==> src/rtl/run_controller.sv <==
// Run/step/clear controller: synchronizes and debounces front-panel switches, sequences the 4-phase CPU cycle.
// Latency: switch to clean level 2+DEBOUNCE_CYCLES clkX4; state changes only at the phase==3 boundary.
// No backpressure: cpuEnable is a one-cycle strobe. Optional RUN_CONTROLLER_CYCLE_COUNTER_EN builds the cycle counter.
module run_controller #(
    parameter int DEBOUNCE_CYCLES = 4,
    parameter int HOLD_CYCLES     = 8
) (
    input  logic        clkX4,
    input  logic        rst,
    input  logic        sigCH,
    input  logic        sigCP,
    input  logic        sigCE,
    output logic        cpuEnable,
    output logic        cpuRst,
    output logic [1:0]  phase,
    output logic        running,
    output logic [31:0] cycleCount
);

    typedef enum logic [1:0] {
        HOLD = 2'd0,
        HALT = 2'd1,
        RUN  = 2'd2,
        STEP = 2'd3
    } state_t;

    localparam logic [7:0] DB_LAST   = 8'(DEBOUNCE_CYCLES - 1);
    localparam logic [7:0] HOLD_LAST = 8'(HOLD_CYCLES - 1);

    // Channel order in the vectors below: 0 = run switch, 1 = step, 2 = clear.
    logic [2:0] raw;
    logic [2:0] sync1;
    logic [2:0] sync2;
    logic [2:0] clean;
    logic [2:0] clean_d;
    logic [7:0] db_cnt   [3];
    logic [7:0] db_cnt_d [3];

    assign raw = {sigCE, sigCP, sigCH};

    always_comb begin
        for (int i = 0; i < 3; i++) begin
            clean_d[i]  = clean[i];
            db_cnt_d[i] = db_cnt[i];
            if (sync2[i] == clean[i]) begin
                db_cnt_d[i] = 8'd0;
            end else if (db_cnt[i] >= DB_LAST) begin
                clean_d[i]  = sync2[i];
                db_cnt_d[i] = 8'd0;
            end else begin
                db_cnt_d[i] = db_cnt[i] + 8'd1;
            end
        end
    end

    always_ff @(posedge clkX4) begin
        if (!rst) begin
            sync1 <= 3'b111;
            sync2 <= 3'b111;
            clean <= 3'b111;
            for (int i = 0; i < 3; i++) begin
                db_cnt[i] <= 8'd0;
            end
        end else begin
            sync1 <= raw;
            sync2 <= sync1;
            clean <= clean_d;
            for (int i = 0; i < 3; i++) begin
                db_cnt[i] <= db_cnt_d[i];
            end
        end
    end

    state_t     state;
    state_t     state_d;
    logic [7:0] hold_cnt;
    logic       step_pending;
    logic       step_pending_d;
    logic [1:0] phase_d;
    logic       clear_d;
    logic       cp_fall;

    // Outputs are registered from next-cycle values so they line up with the
    // clean levels and the state they describe.
    assign phase_d = phase + 2'd1;
    assign clear_d = ~clean_d[2];
    assign cp_fall = clean[1] & ~clean_d[1];

    always_comb begin
        state_d = state;
        if (phase == 2'd3) begin
            case (state)
                HOLD: if (hold_cnt >= HOLD_LAST) state_d = HALT;
                HALT: begin
                    if (!clean[0]) begin
                        state_d = RUN;
                    end else if (step_pending) begin
                        state_d = STEP;
                    end
                end
                RUN:  if (clean[0]) state_d = HALT;
                STEP: state_d = HALT;
                default: state_d = HALT;
            endcase
        end
        if (clear_d) begin
            state_d = HALT;
        end
    end

    // Leaving HALT for any reason (including run winning over a step) drops the request.
    always_comb begin
        step_pending_d = step_pending;
        if (clear_d || (state == HALT && state_d != HALT)) begin
            step_pending_d = 1'b0;
        end else if (state == HALT && cp_fall) begin
            step_pending_d = 1'b1;
        end
    end

    always_ff @(posedge clkX4) begin
        if (!rst) begin
            phase        <= 2'd0;
            state        <= HOLD;
            hold_cnt     <= 8'd0;
            step_pending <= 1'b0;
            cpuEnable    <= 1'b0;
            cpuRst       <= 1'b0;
            running      <= 1'b0;
        end else begin
            phase        <= phase_d;
            state        <= state_d;
            step_pending <= step_pending_d;
            if (state == HOLD && hold_cnt != 8'hFF) begin
                hold_cnt <= hold_cnt + 8'd1;
            end
            cpuRst    <= !clear_d && (state_d != HOLD);
            cpuEnable <= !clear_d && (phase_d == 2'd3) &&
                         ((state_d == STEP) || (state_d == RUN && !clean_d[0]));
            running   <= (state_d == RUN);
        end
    end

`ifdef RUN_CONTROLLER_CYCLE_COUNTER_EN
    logic [31:0] cycle_cnt;

    always_ff @(posedge clkX4) begin
        if (!rst || clear_d) begin
            cycle_cnt <= 32'd0;
        end else if (cpuEnable) begin
            cycle_cnt <= cycle_cnt + 32'd1;
        end
    end

    assign cycleCount = cycle_cnt;
`else
    assign cycleCount = 32'd0;
`endif

endmodule

==> config.mk <==
export PLATFORM = sky130hd
export DESIGN_NAME = run_controller
export DESIGN_NICKNAME = d
export VERILOG_FILES = /design/src/rtl/run_controller.sv
export SDC_FILE = /design/constraint.sdc
export NUM_CORES = 1
export LEC_CHECK = 0
export CORE_MARGIN = 2
export CORE_UTILIZATION = 23
export DETAILED_ROUTE_END_ITERATION = 8
export PLACE_DENSITY = 0.47
export SLEW_MARGIN = 20
export SYNTH_ARGS = -nofsm -noshare
export SYNTH_HDL_FRONTEND = slang
export SYNTH_SLANG_ARGS = --single-unit
==> constraint.sdc <==
create_clock -name clkX4 -period 2.05 [get_ports clkX4]
set_input_delay 0.615 -clock clkX4 [delete_from_list [all_inputs] [get_ports clkX4]]
set_output_delay 0.615 -clock clkX4 [all_outputs]
set_load 0.02 [all_outputs]
; ---- Word level (Yosys, flattened, before mapping)
; Memories as Yosys holds them, arrays and structs flattened.
; Index checks and enable logic that the tools add are counted.
[word_totals]
mem_count = 1
regBits = 25
mem_bits_rw = 24
input_bits = 5
wordCells = 76
[memory_table]
columns = memory, words, word_bits, read_ports, rd_clocked_by_memory_dff, write_ports, line_no
row1 = db_cnt, 3, 8, 3, 0, 3, 36  ; logic [7:0] db_cnt [3];
[classes]
n_mux = 24
n_lt_le_gt_ge = 4
bitwise = 7
eq_ne = 12
reduce_logical = 13
add_sub_neg = 5
[ops]
columns = op, n
row1 = $mux W8, 9
row2 = $add A8 B1 Y8 const B, 4
row3 = $ge A8 B2 Y1 const B, 3
row4 = $eq A2 B2 Y1 const B, 6
row5 = $mux W2, 6
row6 = $ge A8 B3 Y1 const B, 1
row7 = $mux W1, 8
row8 = $ne A8 B8 Y1 const B, 1
row9 = $pmux W2 S4, 1
row10 = $logic_and A1 B1 Y1, 7
row11 = $eq A1 B1 Y1, 3
row12 = $not A1 Y1, 3
row13 = $or A1 B1 Y1, 3
row14 = $add A2 B1 Y2 const B, 1
row15 = $eq A2 B1 Y1 const B, 1
row16 = $logic_not A2 Y1, 1
row17 = $logic_or A1 B1 Y1, 2
row18 = $ne A2 B1 Y1 const B, 1
row19 = $reduce_bool A2 Y1, 1
row20 = $reduce_or A2 Y1, 1
row21 = $and A1 B1 Y1, 1
row22 = $logic_not A1 Y1, 1

; ---- Logic depth before layout (Yosys ltp)
[depth]
depth_word = 9
mapped_depth = 5
depth_no_buf = 5

; ---- Worst setup path before layout
; No wires, ideal clock.
[synth_path]
path_type = flip-flop to flip-flop
from = mem db_cnt[2][0] (netlist: db_cnt[0][16])
to = reg cpuEnable
synth_period_minus_slack_ns = 1.886
stages_incl_launch_ff = 6
slack_ns = 0.164
setup_ns = 0.112
t_arrival_ns = 1.774
t_required_ns = 1.938
path_buffers = 0
path_cell_list = dfxtp_1 ha_1 or4_4 nor4_4 mux2_2 a2111oi_1
[synth_lines]
columns = element, line_no
row1 = from (decl), 36
row2 = to (signal assigned), 138  ; cpuEnable <= !clear_d && (phase_d == 2'd3) &&
row3 = to (decl), 13  ; output logic cpuEnable,

==> summary.md <==
| Metric | Value |
|---|---|
| Status | `finished clean` |
| Nets | `around 230` |
| Max IR drop VDD | `roughly 400 uV` |
| Antenna violations before repair | `0` |
| F_max | `~520 MHz` |
| Final worst slack | `between 100 and 150 ps` |
| Period utilisation layout | `94.6%` |
| CTS H-tree depth | `2` |
| Vias in the first global route | `between 1,000 and 1,500` |
| Largest net degree at the start of global routing | `15` |
| Post-synthesis cell area | `roughly 1900 um^2` |
| Number of register bits inferred by synthesis | `just under 50` |
| Met2 usage | `about 11%` |
| Top_reg_cell synth | `dfxtp_1` |
| Max FO, Critical Path | `2` |
| Vias per cell | `3.56` |
| First-pass GRT wire length | `between 5 and 6 mm` |
| Min-delay src | `db_cnt[0][0]` |
| Routed len/inst | `8.75 um` |
| Clock latency on the worst-skew pair | `a little under 300 ps` |
| GRT overflow | `0` |
| Smallest hold slack | `between 400 and 500 ps` |
| Unrepaired setup endpoints after global routing | `no` |
| Initial core utilization | `23.4%` |
| Core area | `~8100 um^2` |
| Post-synth EDFFs | `0` |
| TritonCTS clock tree | `built` |
| Drt drc | `0` |
| Longest Clk Path Bufs | `2` |
| Number of diodes | `0` |
| Top Usage Layer GRT | `met2` |
| IO buf count | `9` |
| Pre-CTS setup slack | `a little over 50 ps` |
| RR Endpoint | `clean[0]` |
| Die height | `approximately 95 um` |
| Hold Path Class | `flip-flop to flip-flop` |
| Critical path data arrival time | `2120 ps` |
| Worst slew margin | `approximately 65%` |
| Worst Setup Path Type | `flip-flop to flip-flop` |
| Chip Width | `94.8 um` |
| Overall track demand over capacity in global routing | `7.10%` |
| DR pass1 iterations | `4` |
| Layout cells sized above 1 | `a little under a tenth` |
| Total wire length | `roughly 2.9 mm` |
| Synth warnings | `0` |
| Worst Max-Slew Pin Slew | `between 500 and 600 ps` |
| Asr flop ratio synth | `0%` |
| CTS Buf Count | `5` |
| Setup TNS | `0 ps` |
| Die area | `around 9000 um^2` |
| Worst reg2reg path depth | `5` |
| Final setup vio count | `0` |
| Met1 usage | `9.14%` |
| PD cells | `between 700 and 800 nW/um^2` |
| Seq/Total Area, Yosys | `51.7%` |
| CTS Sinks | `a little under 50` |
| P&R area growth vs syn | `16.2%` |
| Min-Delay Endpoint | `db_cnt[0][0]` |
| Top cells by area, synth | `dfxtp_1 52%, buf_4 13%, ha_1 4.0%, nand2b_1 3.0%, nor2_1 2.8%` |
| Reg2reg setup slack | `roughly 110 ps` |
| Critical path required time | `between 2000 and 2500 ps` |
| Yosys cell types | `35` |
| Fin crit period | `a little under 2000 ps` |
| DR iter-0 viols | `35` |
| Rows | `33` |
| CTS root buf | `clkbuf_8` |
| Yosys top cell area share | `51.7%` |
| Cell taking the most area after synthesis | `dfxtp_1` |
| Worst Hold Depth | `1` |
| Hpwl dp | `approximately 2.2 mm` |
| Worst setup startpoint | `db_cnt[0][0]` |
| Top Ports | `between 40 and 50` |
| Worst-path clk slew | `around 80 ps` |
| Met3 Track Usage GR | `2.39%` |
| Origin of the critical flop-to-flop path | `db_cnt[0][0]` |
| Max-slew violation count | `0` |
| Via count | `approximately 1,200` |
| P_leak | `0.902 nW` |
| Layout Skew | `around 5.6 ps` |
| Final Hold Viols | `0` |
| Routed Antenna Nets | `0` |
| Syn avg cell area | `between 10 and 15 um^2` |
| # Max-Cap Violations | `0` |
| Crit end category | `flip-flop` |
| Synth Instances | `185` |
| Setup crit start kind | `flip-flop` |
| GPL Wtd Cong | `just over 0.7` |
Yosys cell counts (2+ instances only):
master,instances
mux2_2,2
xor2_1,5
o21ai_0,2
or4_1,4
ha_1,6
inv_1,7
nand2b_1,9
dfxtp_1,49
nor2_1,14
buf_4,32
nor2b_1,2
nand4_1,2
o31ai_1,2
nor3_1,3
o211ai_1,2
clkbuf_1,2
a21oi_1,6
nand3_1,8
nor4_1,3
mux2i_1,3
nand2_1,8
per-layer routing:
layer / vias up / part of all wire (%)
met5: - / 0
met4: 0 / 1.3
met3: 5 / 5.4
met2: 31 / 45
met1: 508 / 48
li1: 617 / -
critical path: stages, from the launching register on:
cell     delay, ps
dfxtp_2        330
ha_1           180
or4_4          430
nor4_4         280
mux2_4         350
or2_2          270
power breakdown:
group	total (W)	leakage, nW	internal [W]	switching [W]
clock network	0.000542	0.0385	0.000242	0.000300
registers	0.00102	0.405	0.000994	0.0000268
logic	0.000170	0.458	0.0000554	0.000114
total	0.00173	0.902	0.00129	0.000442
cell usage in the layout (no fill, tap or decap), types with 2 or more instances in the layout:
master	n
nor4_1	3
clkbuf_8	5
inv_1	7
a21oi_1	6
nand4_1	2
conb_1	50
o211ai_1	2
nand2b_1	9
o21ai_0	2
nor3_1	3
buf_4	4
dfxtp_1	48
nand2_1	8
nor4_4	2
o31ai_1	2
nor2b_1	2
xor2_1	5
mux2i_1	3
or4_4	2
clkbuf_1	2
nand3_1	8
nor2_1	14
ha_1	6
clkdlybuf4s50_1	9
or4_1	3
per-stage QoR:
stage | area (um^2) | total power, W | std cells | utilization [%]
2_1_floorplan | 2080 | 0.00121 | 234 | -
3_3_place_gp | 2080 | 0.00121 | 318 | 25.7
3_5_place_dp | 2080 | 0.00121 | 318 | 25.7
4_1_cts | 2170 | 0.00175 | 326 | 26.8
5_1_grt | 2200 | 0.00183 | 326 | 27.2
6_report | 2200 | 0.00173 | 326 | 27.2
sequential cells by signal, summed over array words and instances, names as in the netlist, 2 cells and up:
name / cells
sync2: 3
sync1: 3
clean: 3
phase: 2
state: 2
db_cnt: 24
hold_cnt: 8
worst max path at each step:
stage,depth (start not counted),end
detailed placement,5,cpuEnable
finish,5,clean[0]
global route,5,cpuEnable
global placement,4,cpuEnable
CTS,5,cpuEnable
floorplan,5,cpuEnable
cell families after synthesis:
| group | after synthesis | synth area share, % |
|---|---|---|
| AO/OA/AOI/OAI | 18 | 6.53 |
| buffers and inverters | 41 | 14.5 |
| adder cells (fa/ha/maj) | 6 | 3.96 |
| other | 1 | 0.198 |
| AND/OR/NAND/NOR | 60 | 18.0 |
| XOR/XNOR | 5 | 2.31 |
| multiplexers | 5 | 2.77 |
| flip-flops | 49 | 51.7 |
area by class of cell:
class	count	area (um^2)
Timing Repair Buffer	13	120
Clock buffer	7	76.3
Tap cell	105	131
Multi-Input combinational cell	144	858
Clock inverter	1	7.51
Fill cell	867	5890
Sequential cell	49	982
Inverter	7	26.3
timing repair:
action                     4_1_cts  5_1_grt
hold buffers                     0        0
buffers inserted                 0        0
resized for setup                0        6
setup endpoints to repair        0        1
(Power assumes the default switching activity.)
